`config.mk`:
```
export PLATFORM = sky130hd
export DESIGN_NAME = layer_compositor
export DESIGN_NICKNAME = d
export VERILOG_FILES = /design/src/rtl/layer_compositor.sv
export SDC_FILE = /design/constraint.sdc
export NUM_CORES = 1
export LEC_CHECK = 0
export BUFFER_PORTS_ARGS = -buffer_cell sky130_fd_sc_hd__clkbuf_2
export CAP_MARGIN = 40
export CORE_ASPECT_RATIO = 1.75
export CORE_MARGIN = 2
export CORE_UTILIZATION = 35
export CTS_BUF_LIST = sky130_fd_sc_hd__clkbuf_4 sky130_fd_sc_hd__clkbuf_8 sky130_fd_sc_hd__clkbuf_16
export DETAILED_ROUTE_END_ITERATION = 7
export PLACE_DENSITY = 0.64
export SLEW_MARGIN = 20
export SYNTH_ARGS = -nofsm -noshare
export SYNTH_HDL_FRONTEND = slang
export SYNTH_SLANG_ARGS = --single-unit
```
`constraint.sdc`:
```
create_clock -name clock -period 5.4 [get_ports clock]
set_clock_uncertainty 0.15 [all_clocks]
set_input_delay 1.08 -clock clock [delete_from_list [all_inputs] [get_ports clock]]
set_output_delay 1.08 -clock clock [all_outputs]
set_load 0.1 [all_outputs]
```
`src/rtl/layer_compositor.sv`:
```
// layer_compositor: two-stage pixel compositor for the VGA game path.
// S0 computes the scrolled background address and captures the layer inputs.
// S1 mixes the sprite layers over the background RAM data by fixed index
// priority, then registers sync-aligned RGB. A per-frame collision report
// between the player (layer 0) and every other layer is produced alongside.
module layer_compositor #(
  parameter int NUM_LAYERS = 4,
  parameter int COLOR_W    = 4,
  parameter int COL_W      = 12,
  parameter int ROW_W      = 11,
  parameter int SCROLL_W   = 10,
  parameter int BG_SHIFT   = 2,
  parameter int BG_COL_W   = 8,
  parameter int BG_ROW_W   = 8
) (
  input  logic                              clock,
  input  logic                              reset,
  input  logic [COL_W-1:0]                  display_col,
  input  logic [ROW_W-1:0]                  display_row,
  input  logic                              visible,
  input  logic                              hsync_in,
  input  logic                              vsync_in,
  input  logic [NUM_LAYERS-1:0]             layer_visible,
  input  logic [NUM_LAYERS*3*COLOR_W-1:0]   layer_rgb,
  input  logic [NUM_LAYERS-1:0]             layer_enable,
  input  logic [SCROLL_W-1:0]               scroll_speed,
  input  logic                              scroll_pause,
  output logic [BG_COL_W+BG_ROW_W-1:0]      bg_addr,
  input  logic [3*COLOR_W-1:0]              bg_q,
  output logic [COLOR_W-1:0]                red,
  output logic [COLOR_W-1:0]                green,
  output logic [COLOR_W-1:0]                blue,
  output logic                              hsync,
  output logic                              vsync,
  output logic [NUM_LAYERS-1:0]             collision_flags,
  output logic                              collision_valid
);

  localparam int PIX_W = 3 * COLOR_W;

  // ---------------------------------------------------------------------------
  // Stage 0: background address and frame start detection
  // ---------------------------------------------------------------------------
  logic [SCROLL_W-1:0]  scroll_offset;
  logic [COL_W-1:0]     bg_x;
  logic [BG_COL_W-1:0]  col_idx;
  logic [BG_ROW_W-1:0]  row_idx;
  logic                 frame_start_s0;

  // Carry out of the column addition is dropped: the background wraps
  // horizontally at the COL_W boundary.
  assign bg_x           = display_col + COL_W'(scroll_offset);
  assign col_idx        = bg_x[BG_SHIFT +: BG_COL_W];
  assign row_idx        = display_row[BG_SHIFT +: BG_ROW_W];
  assign frame_start_s0 = (display_col == '0) && (display_row == '0);

  // Sub-tile and out-of-range address bits are intentionally not used.
  logic unused_bits;
  assign unused_bits = ^{bg_x, display_row};

  // Scroll offset advances once per frame; pixel (0,0) itself still sees the
  // old offset because the address above is formed from the current value.
  always_ff @(posedge clock or posedge reset) begin
    if (reset) begin
      scroll_offset <= '0;
    end else if (frame_start_s0 && !scroll_pause) begin
      // NOTE: non-blocking for all sequential state so every register samples
      // pre-edge values regardless of block ordering.
      scroll_offset <= scroll_offset + scroll_speed;
    end
  end

  // ---------------------------------------------------------------------------
  // S0 -> S1 pipeline registers, aligned with the one-cycle RAM read
  // ---------------------------------------------------------------------------
  logic [NUM_LAYERS-1:0]       visible_s1;
  logic [NUM_LAYERS*PIX_W-1:0] rgb_s1;
  logic [NUM_LAYERS-1:0]       enable_s1;
  logic                        active_s1;
  logic                        hsync_s1;
  logic                        vsync_s1;
  logic                        frame_start_s1;

  // Capture the RAM address and delay the layer/sync inputs to meet bg_q.
  always_ff @(posedge clock or posedge reset) begin
    if (reset) begin
      bg_addr        <= '0;
      visible_s1     <= '0;
      rgb_s1         <= '0;
      enable_s1      <= '0;
      active_s1      <= 1'b0;
      hsync_s1       <= 1'b0;
      vsync_s1       <= 1'b0;
      frame_start_s1 <= 1'b0;
    end else begin
      bg_addr        <= {col_idx, row_idx};
      visible_s1     <= layer_visible;
      rgb_s1         <= layer_rgb;
      enable_s1      <= layer_enable;
      active_s1      <= visible;
      hsync_s1       <= hsync_in;
      vsync_s1       <= vsync_in;
      frame_start_s1 <= frame_start_s0;
    end
  end

  // ---------------------------------------------------------------------------
  // Stage 1: priority mix and collision detection
  // ---------------------------------------------------------------------------
  logic [NUM_LAYERS-1:0] qual_s1;
  logic [PIX_W-1:0]      mix_rgb;
  logic [NUM_LAYERS-1:0] hits;

  assign qual_s1 = visible_s1 & enable_s1;

  // Lowest qualifying index wins; background fills in, blanking forces black.
  always_comb begin
    // NOTE: default assignment first so no path leaves mix_rgb unassigned,
    // which would otherwise infer a latch.
    mix_rgb = bg_q;
    for (int i = NUM_LAYERS - 1; i >= 0; i--) begin
      if (qual_s1[i]) mix_rgb = rgb_s1[i*PIX_W +: PIX_W];
    end
    if (!active_s1) mix_rgb = '0;
  end

  // Player overlap with each other drawable layer on the current pixel.
  always_comb begin
    hits = '0;
    for (int i = 1; i < NUM_LAYERS; i++) begin
      hits[i] = active_s1 & qual_s1[0] & qual_s1[i];
    end
  end

  // ---------------------------------------------------------------------------
  // Output registers
  // ---------------------------------------------------------------------------

  // Register colour and syncs together so they stay exactly aligned.
  always_ff @(posedge clock or posedge reset) begin
    if (reset) begin
      red   <= '0;
      green <= '0;
      blue  <= '0;
      hsync <= 1'b0;
      vsync <= 1'b0;
    end else begin
      red   <= mix_rgb[0         +: COLOR_W];
      green <= mix_rgb[COLOR_W   +: COLOR_W];
      blue  <= mix_rgb[2*COLOR_W +: COLOR_W];
      hsync <= hsync_s1;
      vsync <= vsync_s1;
    end
  end

  logic [NUM_LAYERS-1:0] acc;

  // Accumulate hits across a frame; publish and restart at each frame start,
  // with the (0,0) pixel's own hits seeding the new frame.
  always_ff @(posedge clock or posedge reset) begin
    if (reset) begin
      acc             <= '0;
      collision_flags <= '0;
      collision_valid <= 1'b0;
    end else if (frame_start_s1) begin
      collision_flags <= acc;
      acc             <= hits;
      collision_valid <= 1'b1;
    end else begin
      acc             <= acc | hits;
      collision_valid <= 1'b0;
    end
  end

endmodule

```
==> key figures <==
Clock tree
  – Setup Fix Bufs, Post-CTS: 0
  – Total CTS buffers: 9
  – CTS tree: yes
  – CTS clk-pin slew, worst paths: 0.07 ns
  – Clock Latency Late Sink: 0.34 ns
  – Total clock sinks: 107
  – Clock root buffer: clkbuf_16
  – Hold-fix buffer count after cts: 0
  – Post-cts resize count: 0
  – Clock buffer depth: 2
  – H-tree depth: 3

Placement
  – Dpl ws: 2.31 ns
  – # port buffers: 140
  – Placer Congestion: 0.816
  – Inst Count DP: 595
  – Post-DP HPWL: 7560 um

Drt
  – Detail Route Antenna Nets: 0
  – Via-per-instance ratio: 4.89
  – WL per Instance: 16.0 um
  – Initial DRC Count: 103
  – Total wire length: 9800 um
  – DRT Pass-1 Iters: 4
  – DRC errors left: 0
  – Vias post-DR: 2997

Setup path
  – R2r startpoint: scroll_offset[0]
  – End of the worst register-to-register path: scroll_offset[8]
  – Worst setup endpoint: scroll_offset[8]
  – Reg2Reg Setup Slack: 3.09 ns
  – CP peak stage delay: 0.39 ns
  – WP data required: 5.45 ns
  – Critical Path, Cell by Cell: clkbuf_2, ha_1, inv_1, fa_1, nor2b_1, o21ai_2, a21boi_1, nor4_1, a311oi_1, a21oi_1
  – Critical Path Fanout Max: 4
  – Worst r2r path cells: 9
  – Crit path DAT: 2.77 ns
  – Critical path endpoint category: flip-flop
  – WS Path Type: input port to flip-flop
  – Startpoint type of the worst setup path: input port
  – CP max-delay cell: fa_1
  – CP startpoint: scroll_speed[0]

Run
  – Max-Cap Viols: 0

Floorplan
  – Die ar.: 12800 um2
  – Cell Rows: 52
  – Ports: 142
  – Initial core utilization: 36.0%
  – Core area: 11600 um2
  – DIE WIDTH: 86.5 um
  – Die Ht: 148 um

GRT
  – Grt ovf: 0
  – Initial antenna violation count: 0
  – Pin count of the biggest net entering global routing: 68
  – Tot GR Track Use: 16.2%
  – Vias in the first global route: 3266
  – First-pass GRT wire length: 15900 um

Logic synthesis
  – Seq/Total Area, Yosys: 64.2%
  – Most frequent cells after synthesis: dfrtp_1 (107), nand2_1 (34), a21oi_1 (20), nor2_1 (19), ha_1 (17)
  – Mapped cell area: 4170 um2
  – Synthesis Warnings: 0
  – Top cells by area, synth: dfrtp_1 (64%), ha_1 (5.1%), nand2_1 (3.1%), a311oi_1 (2.9%), o211a_1 (2.9%)
  – Largest area contributor in the netlist: dfrtp_1
  – Synth top area share: 64.2%
  – Asr flop ratio synth: 100%
  – Number of synthesized flops with an enable pin: 0
  – Most used flip-flop cell after synthesis: dfrtp_1
  – Flops & latches, synth: 107
  – Syn_nets: 458
  – Mapped Cells: 333
  – Post-synth cell types: 41
  – Post-Syn Area per Cell: 12.5 um2
  – Top-count cell post-synth: dfrtp_1

Timing
  – Fin crit share: 50.5%
  – Final Max Slew Viols: 0
  – Final Hold Fails: 0
  – Unrepaired setup endpoints after global routing: false
  – Worst slew margin: 46.3%
  – Setup ws final: 2.67 ns
  – Final setup violation count: 0
  – Fin Setup TNS: 0 ns
  – Worst Tran Pin Value: 0.804 ns
  – Fmax: 367 MHz
  – Crit path time final: 2.73 ns
  – Final hold slack: 0.206 ns

Cells and area
  – Post-route insts no fill: 613
  – P&R area growth vs syn: 27.8%
  – NumNets Final: 598
  – Layout cells sized above 1: 36.2%
  – Final core occ: 46.0%
  – Antenna diodes: 0
  – FILL cells: 1086

Pwr
  – Power density cells: 338 nW/um2
  – Static leakage: 2.79 nW
  – Max VDD drop: 140 uV

Outcome
  – Status: finished, final reports clean

Worst hold path
  – Hold Crit Class: flip-flop to flip-flop
==> placed cells by master, fill, tap and decap left out, drive strengths merged, types with 2 or more instances in the layout <==
cell type and instances:
a21boi 2, a21o 5, a21oi 20, a311oi 14, a31o 2, a31oi 2, buf 3, clkbuf 151
clkinv 3, dfrtp 107, ha 17, inv 9, mux2 8, mux2i 2, nand2 34, nand2b 2
nand3 15, nand4 2, nor2 19, nor2b 2, nor3 4, nor4 6, o211a 12, o21a 2
o21ai 8, o22ai 4, or3 2, xnor2 6, xor2 6
==> flip-flops by register name, summed over array words and instances (netlist names) <==
signal	flops
frame_start_s1	1
active_s1	1
visible_s1	4
bg_addr	16
enable_s1	4
collision_flags	3
acc	3
vsync	1
vsync_s1	1
green	4
rgb_s1	48
scroll_offset	10
collision_valid	1
red	4
hsync	1
hsync_s1	1
blue	4
==> metrics by stage <==
step / instance area (um2) / power (mW)
after global placement: 4980 / 1.16
after detailed placement: 4980 / 1.16
after floorplan: 4170 / 1.08
after CTS: 5280 / 1.82
final: 5330 / 1.80
after global routing: 5330 / 1.88
==> cell type report <==
cell class | instances | area (um2) | share of cell area, %
sequential | 107 | 2680 | 50.3
multi-input combinational | 203 | 1390 | 26.2
timing repair buffer | 143 | 751 | 14.1
clock buffer | 11 | 246 | 4.63
tap | 135 | 169 | 3.17
clock inverter | 5 | 52.6 | 0.987
inverter | 9 | 36.3 | 0.681
==> how the worst min path moves through the flow <==
stage / end / depth (start not counted) / start
2_1_floorplan: hsync / 0 / hsync_s1
5_1_grt: vsync / 0 / vsync_s1
6_report: vsync / 0 / vsync_s1
4_1_cts: vsync / 0 / vsync_s1
3_3_place_gp: hsync / 0 / hsync_s1
3_5_place_dp: vsync / 0 / vsync_s1
==> worst max-delay path: cells and delay by family <==
family,cells,cell delay [ns]
compound gates,4,0.76
fa+ha+maj,2,0.55
buf+inv,2,0.13
simple gates,2,0.25
==> report_power, final <==
group          leakage (nW)  internal, mW  switching (mW)
clock                 0.149         0.375           0.278
sequential             1.28         0.844          0.0168
combinational          1.37        0.0770           0.212
==> routing by layer <==
layer	routed length (um)	GRT usage, %	vias up
li1	-	-	1457
met1	3610	17.5	1412
met2	5160	28.0	111
met3	735	5.77	17
met4	293	7.27	0
met5	0	0	-
==> cell families (layout without fill, tap and decap cells) <==
kind of cell	after synthesis	in the layout	share of synthesized area, %
xor+xnor	12	12	2.52
fa+ha+maj	18	18	5.58
compound gates	73	73	12.7
other cells	1	1	0.0899
mux	10	10	2.64
buf+inv	23	168	2.34
simple gates	89	89	9.90
flops	107	107	64.2
No activity file was read; power rests on OpenSTA's default activity.
